<file path="src/rtl/lsu_axi_bridge.sv">
// LSU-to-AXI4-Lite bridge: one outstanding load or store, byte-lane alignment from addr[1:0],
// one-cycle completion pulse back to the LSU with right-justified load data.
module lsu_axi_bridge #(
   parameter int ADDR_W = 32,
   parameter int DATA_W = 32
) (
   input  logic              clk,
   input  logic              rst,
   input  logic [ADDR_W-1:0] lsu_araddr,
   input  logic              lsu_arvalid,
   input  logic [7:0]        lsu_rstrb,
   output logic [DATA_W-1:0] lsu_rdata,
   output logic              lsu_rvalid,
   input  logic [ADDR_W-1:0] lsu_awaddr,
   input  logic              lsu_awvalid,
   input  logic              lsu_wvalid,
   input  logic [DATA_W-1:0] lsu_wdata,
   input  logic [7:0]        lsu_wstrb,
   output logic              lsu_wready,
   output logic              lsu_err,
   output logic [ADDR_W-1:0] m_araddr,
   output logic              m_arvalid,
   input  logic              m_arready,
   input  logic [DATA_W-1:0] m_rdata,
   input  logic [1:0]        m_rresp,
   input  logic              m_rvalid,
   output logic              m_rready,
   output logic [ADDR_W-1:0] m_awaddr,
   output logic              m_awvalid,
   input  logic              m_awready,
   output logic [DATA_W-1:0] m_wdata,
   output logic [3:0]        m_wstrb,
   output logic              m_wvalid,
   input  logic              m_wready,
   input  logic [1:0]        m_bresp,
   input  logic              m_bvalid,
   output logic              m_bready
);

   typedef enum logic [2:0] {IDLE, RD_A, RD_D, WR_AW, WR_B, DONE} state_t;

   state_t            state;
   logic              skip;
   logic [1:0]        offset;
   logic [1:0]        size;
   logic [DATA_W-1:0] rd_shift;
   logic [DATA_W-1:0] rd_data;
   logic [3:0]        st_strb;

   // Unsupported strobe encodings are reported exactly like misaligned accesses.
   function automatic logic bad_access(input logic [7:0] strb, input logic [1:0] lo);
      case (strb)
         8'h01:   bad_access = 1'b0;
         8'h03:   bad_access = lo[0];
         8'h0f:   bad_access = (lo != 2'b00);
         default: bad_access = 1'b1;
      endcase
   endfunction

   always_comb begin
      rd_shift = m_rdata >> {offset, 3'b000};
      case (size)
         2'd0:    rd_data = {{(DATA_W-8){1'b0}}, rd_shift[7:0]};
         2'd1:    rd_data = {{(DATA_W-16){1'b0}}, rd_shift[15:0]};
         default: rd_data = rd_shift;
      endcase
      st_strb = lsu_wstrb[3:0] << lsu_awaddr[1:0];
   end

   always_ff @(posedge clk or posedge rst) begin
      if (rst) begin
         state      <= IDLE;
         skip       <= 1'b0;
         offset     <= 2'd0;
         size       <= 2'd0;
         lsu_rdata  <= '0;
         lsu_rvalid <= 1'b0;
         lsu_wready <= 1'b0;
         lsu_err    <= 1'b0;
         m_araddr   <= '0;
         m_arvalid  <= 1'b0;
         m_rready   <= 1'b0;
         m_awaddr   <= '0;
         m_awvalid  <= 1'b0;
         m_wdata    <= '0;
         m_wstrb    <= 4'd0;
         m_wvalid   <= 1'b0;
         m_bready   <= 1'b0;
      end else begin
         lsu_rvalid <= 1'b0;
         lsu_wready <= 1'b0;
         lsu_err    <= 1'b0;
         case (state)
            IDLE: begin
               // The request seen in the first IDLE cycle after DONE is the one just completed.
               skip <= 1'b0;
               if (!skip) begin
                  if (lsu_awvalid && lsu_wvalid) begin
                     if (bad_access(lsu_wstrb, lsu_awaddr[1:0])) begin
                        lsu_wready <= 1'b1;
                        lsu_err    <= 1'b1;
                        state      <= DONE;
                     end else begin
                        m_awaddr  <= {lsu_awaddr[ADDR_W-1:2], 2'b00};
                        m_wdata   <= lsu_wdata << {lsu_awaddr[1:0], 3'b000};
                        m_wstrb   <= st_strb;
                        m_awvalid <= 1'b1;
                        m_wvalid  <= 1'b1;
                        state     <= WR_AW;
                     end
                  end else if (lsu_arvalid) begin
                     if (bad_access(lsu_rstrb, lsu_araddr[1:0])) begin
                        lsu_rvalid <= 1'b1;
                        lsu_err    <= 1'b1;
                        lsu_rdata  <= '0;
                        state      <= DONE;
                     end else begin
                        m_araddr  <= {lsu_araddr[ADDR_W-1:2], 2'b00};
                        offset    <= lsu_araddr[1:0];
                        size      <= (lsu_rstrb == 8'h01) ? 2'd0 :
                                     (lsu_rstrb == 8'h03) ? 2'd1 : 2'd2;
                        m_arvalid <= 1'b1;
                        state     <= RD_A;
                     end
                  end
               end
            end
            RD_A: begin
               if (m_arready) begin
                  m_arvalid <= 1'b0;
                  m_rready  <= 1'b1;
                  state     <= RD_D;
               end
            end
            RD_D: begin
               if (m_rvalid) begin
                  m_rready   <= 1'b0;
                  lsu_rdata  <= rd_data;
                  lsu_err    <= (m_rresp != 2'b00);
                  lsu_rvalid <= 1'b1;
                  state      <= DONE;
               end
            end
            WR_AW: begin
               // AW and W retire independently; a dropped valid means that channel is done.
               if (m_awready) m_awvalid <= 1'b0;
               if (m_wready)  m_wvalid  <= 1'b0;
               if ((!m_awvalid || m_awready) && (!m_wvalid || m_wready)) begin
                  m_bready <= 1'b1;
                  state    <= WR_B;
               end
            end
            WR_B: begin
               if (m_bvalid) begin
                  m_bready   <= 1'b0;
                  lsu_err    <= (m_bresp != 2'b00);
                  lsu_wready <= 1'b1;
                  state      <= DONE;
               end
            end
            DONE: begin
               skip  <= 1'b1;
               state <= IDLE;
            end
            default: state <= IDLE;
         endcase
      end
   end

endmodule
</file>
<file path="config.mk">
export PLATFORM = sky130hd
export DESIGN_NAME = lsu_axi_bridge
export DESIGN_NICKNAME = d
export VERILOG_FILES = /design/src/rtl/lsu_axi_bridge.sv
export SDC_FILE = /design/constraint.sdc
export NUM_CORES = 1
export LEC_CHECK = 0
export ABC_CLOCK_PERIOD_IN_PS = 5100
export CAP_MARGIN = 20
export CORE_MARGIN = 2
export CORE_UTILIZATION = 39
export DETAILED_ROUTE_END_ITERATION = 12
export PLACE_DENSITY_LB_ADDON = 0.3
export SYNTH_ARGS = -nofsm -noshare
export SYNTH_HDL_FRONTEND = slang
export SYNTH_SLANG_ARGS = --single-unit
export TNS_END_PERCENT = 10
</file>
<file path="constraint.sdc">
create_clock -name clk -period 5.1 [get_ports clk]
set_clock_uncertainty 0.1 [all_clocks]
set_input_delay 1.275 -clock clk [delete_from_list [all_inputs] [get_ports clk]]
set_output_delay 1.275 -clock clk [all_outputs]
set_load 0.005 [all_outputs]
</file>
Word-level counts from Yosys, hierarchy flattened
Index checks and enable logic that the tools add are counted.
Widths: inputs -> output; s select.

word-level totals
  output and inout bits = 140
  input port bits = 158
  bits in registers = 144
  logic and storage cells = 141

cells by class
  equality and inequality tests = 26
  reductions and logical operators = 27
  shifts and indexed selects = 3
  mux-type cells = 64
  bitwise operators = 4

operators with widths
  operator            count
  $mux 32             5
  $pmux 32 s2         2
  $mux 1              34
  $shl 32x5->32       1
  $shr 32x5->32       1
  $mux 3              9
  $ne 2x2->1 const B  13
  $reduce_bool 2->1   10
  $reduce_and 6->1    3
  $eq 8x1->1 const B  2
  $eq 8x2->1 const B  2
  $eq 8x4->1 const B  2
  $pmux 1 s2          8
  $pmux 3 s5          1
  $reduce_and 5->1    3
  $pmux 1 s3          3
  $eq 3x2->1 const B  2
  $eq 3x3->1 const B  2
  $reduce_and 3->1    2
  $mux 2              2
  $not 1->1           4
  $reduce_and 4->1    1
  $shl 4x2->4         1
  $eq 3x1->1 const B  1
  other kinds (7)     10

Longest topological paths before layout
  depth in word-level cells = 11
  depth in mapped cells = 8
  depth with buffers taken out = 5

Worst setup path after synthesis
OpenSTA, ideal clock, no wires.

  path kind = input-to-reg
  from = input port lsu_rstrb[3]
  to = register m_araddr[10]
  library setup time = 125 ps
  stages on the path = 5
  required time = 4875 ps
  buffers on the path = 1
  data arrival time = 2665 ps
  slack = 2211 ps
  cell sequence = or2_2 o32a_1 nor3_4 buf_6 mux2_2

on the way
  longest elaborated chain between the ends = 8
  elaborated cells on any way between the ends = 10
  those cells by class = eq/ne: 3; mux: 5; bitwise: 1; reduce/logical: 1

ends and longest elaborated chain
  item                                      line  source
  start: declaration                        11    input logic [7:0] lsu_rstrb,
  $eq 8x4->1, or another cell as far along  52    case (strb)
  $pmux 1 s3 (*)                            52
  $mux 1 (*)                                111   end else if (lsu_arvalid) begin
  $mux 1 (*)                                98    if (lsu_awvalid && lsu_wvalid) begin
  $mux 1 (*)                                97    if (!skip) begin
  $mux 1 (*)                                93    case (state)
  $not 1->1 (no source line) (*)            -
  $reduce_and 5->1 (no source line) (*)     -
  end signal: assignment                    118   m_araddr <= {lsu_araddr[ADDR_W-1:2], 2'b00};
  end: declaration                          21    output logic [ADDR_W-1:0] m_araddr,

Mark *: on every way between the ends. The rest lies on a longest branch, timed or not. The select of a mux whose other input is x is not followed.
A chain may end at the register's enable or synchronous reset.

Worst setup path after layout
  from = input port lsu_wstrb[0]
  to = register m_awaddr[12]

on the way
  longest elaborated chain between the ends = 7
  elaborated cells on any way between the ends = 9
  those cells by class = eq/ne: 3; mux: 4; bitwise: 1; reduce/logical: 1

ends and longest elaborated chain
  item                                      line  source
  start: declaration                        18    input logic [7:0] lsu_wstrb,
  $eq 8x4->1, or another cell as far along  52
  $pmux 1 s3 (*)                            52
  $mux 1 (*)                                98
  $mux 1 (*)                                97
  $mux 1 (*)                                93
  $not 1->1 (no source line) (*)            -
  $reduce_and 4->1 (no source line) (*)     -
  end signal: assignment                    104   m_awaddr <= {lsu_awaddr[ADDR_W-1:2], 2'b00};
  end: declaration                          28    output logic [ADDR_W-1:0] m_awaddr,

Marks and branches as above.

==> metrics.txt <==
status=finished clean; Clock Latency Late Sink=0.41 ns; fin crit share=about two thirds; Min-Delay Path Depth=1; Hold/Removal Path Class=reg -> reg; Post-CTS Setup Repair Bufs=0; Routed Antenna Nets=0; maxcap violations=0; Layout area overhead=54.5%; Vias/cell=5.08; critical path buffer and inverter count=2; multi-input logic area=~3000 um2; routability cong.=0.773; Die Span Y=137 um; Initial Utilization=around 40%; WP data arrival=between 3 and 4 ns; CTS tree=built; Max Slew Vio Count=0; nets@finish=between 1000 and 1500; Synth top area share=a little over half; largest net degree at the start of global routing=~80; peak supply drop=between 0.0002 and 0.00025 V; Row Count=48; fmax=294 MHz; cell taking the most area after synthesis=dfrtp_1; HPWL Detailed=between 10 and 15 mm; Hold Worst Slack=0.382 ns; GRT Resource Usage Total=around a fifth; first-pass GRT wire length=about 30 mm; clock tree buffer depth=2; kind of critical path=in -> reg; CTS root buf=clkbuf_16; initial antenna violation count=0; Reg clk slew, reported paths=~0.060 ns; Die Span X=137 um; initial DRC count=around 310; Finished Layout Cells=1099; Inserted Diodes=0; CP max stage cell=clkdlybuf4s50_1; Seq/Total Area, Yosys=52.5%; syn avg cell area=~12 um2; FF-to-FF End=m_awaddr[12]$_DFFE_PP0P_; Post-Syn Area=6860 um2; critical-path cell list=clkdlybuf4s50_1 -> nor4b_1 -> o211ai_1 -> nor2_4 -> buf_4 -> mux2_2; vias in the first global route=5579; Final setup violation count=0; commonest cells after routing, fill and taps aside=clkdlybuf4s50_1 (292), dfrtp_1 (144), mux2_2 (89); number of H-tree levels=4; PD cells=about 310 nW/um2; dominant synthesized flop cell=dfrtp_1; Synth async-reset ratio=100%; hold path startpoint=lsu_rdata[8]$_DFFE_PP0P_; post-cts resize count=0; via count of the routed design=5580; CORE AREA=17200 um2; grt total ovfl=0; count of flip-flops with a built-in enable after synthesis=0; min Tclk post-route=3.40 ns; Slew @ Worst Pin=about 0.85 ns; crit-path leading delay family=buffers and inverters; drt total wl=about 20 mm; share of post-route cells with drive strength above 1=17.2%; IO Count=slightly below 300; commonest non-fill, non-tap cell in the layout=clkdlybuf4s50_1; Yosys reg bits=144; critical path fanouts, max=18; 1st-pass router iterations=7; total clock sinks=144; slack of the worst reg-to-reg path=approximately 2.4 ns; crit-path max cell delay=approximately 0.56 ns; placed insts=about 1100; CP required=5.30 ns; R2R depth=5; DRC=0; post-route setup TNS=0 ns; Routed WL per cell=around 18 um; Yosys warning count=0; FF+latch area=around 3600 um2; startpoint types=input pin; Synth cell types=54; RSZ-0062 raised after global routing=false; hold_buf cts=0; die area=18700 um2; Cells after Synth=580; worst reg2reg path startpoint=state[0]$_DFFE_PP0P_; top cells by area, synth=dfrtp_1 (52%), mux2_2 (15%), mux2i_1 (6.1%); CTS buffer count=17; Fillers=1425; Worst slew margin=43.1%; Crit. End Element=flip-flop; Final Hold Fails=0; IO buf count=between 200 and 300; Worst Hold Endpoint=lsu_rdata[8]$_DFFE_PP0P_; LEAKAGE=4.61 nW
-- worst register-to-register path, stage by stage (launching register included) --
cell	delay, ns
dfrtp_1	0.56
nor4_4	0.44
nand3_1	0.27
nor2_4	0.50
buf_4	0.36
mux2_2	0.38
-- cell families after synthesis --
family                 count (synthesis)  share of synthesized area [%]
other                                  1                         0.0546
muxes                                139                           22.0
DFF                                  144                           52.5
and+or+nand+nor                      120                           9.24
AOI/OAI and AO/OA                    119                           11.8
buffers and inverters                 57                           4.36
-- registers in the layout, indices dropped and copies added, names as in the netlist --
| name | cells |
|---|---|
| lsu_err | 1 |
| lsu_rdata | 32 |
| lsu_rvalid | 1 |
| lsu_wready | 1 |
| m_araddr | 30 |
| m_arvalid | 1 |
| m_awaddr | 30 |
| m_awvalid | 1 |
| m_bready | 1 |
| m_rready | 1 |
| m_wdata | 32 |
| m_wstrb | 4 |
| m_wvalid | 1 |
| offset | 2 |
| size | 2 |
| skip | 1 |
| state | 3 |
-- metrics by stage --
step	cell area (um2)	utilization, %	power [W]	setup WS [ns]
CTS	10600	61.5	0.00333	1.67
global placement	9960	57.8	0.00195	1.27
finish	10600	61.5	0.00330	1.70
floorplan	6880	-	0.00164	1.92
detailed placement	9960	57.8	0.00196	1.25
global route	10600	61.5	0.00345	1.46
-- worst max path at each step --
| stage | startpoint | endpoint | slack, ns | cells past startpoint |
|---|---|---|---|---|
| floorplan | rst | lsu_err$_DFF_PP0_ | 1.92 | 1 |
| global placement | lsu_rstrb[5] | m_araddr[10]$_DFFE_PP0P_ | 1.27 | 6 |
| detailed placement | lsu_rstrb[5] | m_araddr[20]$_DFFE_PP0P_ | 1.25 | 6 |
| CTS | lsu_rstrb[5] | m_araddr[20]$_DFFE_PP0P_ | 1.67 | 6 |
| global route | lsu_rstrb[5] | m_araddr[29]$_DFFE_PP0P_ | 1.46 | 6 |
| finish | lsu_wstrb[0] | m_awaddr[12]$_DFFE_PP0P_ | 1.70 | 6 |
-- synthesized netlist by cell type, types with 3 or more instances --
cell type and instances:
dfrtp_1 144, mux2_2 89, nand2_1 48, mux2i_1 42, o21ai_0 33, a21oi_1 22
clkbuf_1 22, nor2b_1 22, nor2_1 18, inv_1 12, buf_2 10, o31ai_1 10
a211oi_1 9, o41ai_1 9, a211o_1 8, a32o_1 8, mux2_1 8, or2_2 8
buf_4 4, buf_6 4, nand2b_1 4, a31oi_1 3, nand3_1 3, o21bai_1 3
-- per-layer routing --
layer | vias to the layer above | part of all wire, % | wire [um] | global-route usage (%)
li1 | 2658 | - | - | -
met1 | 2663 | 41 | 8140 | 26.3
met2 | 239 | 48 | 9390 | 34.3
met3 | 20 | 9.7 | 1920 | 7.52
met4 | 0 | 1.4 | 277 | 6.89
met5 | - | 0 | 0 | 0
-- report_power, final --
part	switching, W	total, W	internal (W)
clock network	0.000492	0.00136	0.000869
logic	0.000275	0.000638	0.000363
registers	0.0000813	0.00130	0.00122
-- cell type report --
class / instances / share of cell area, %
flip-flops and latches: 144 / 34.0
repair buffers: 304 / 28.6
multi-input cells: 382 / 28.2
clock buffers: 18 / 4.05
well taps: 225 / 2.65
clock inverters: 13 / 1.99
inverters: 13 / 0.543
No activity file was read; power rests on OpenSTA's default activity.
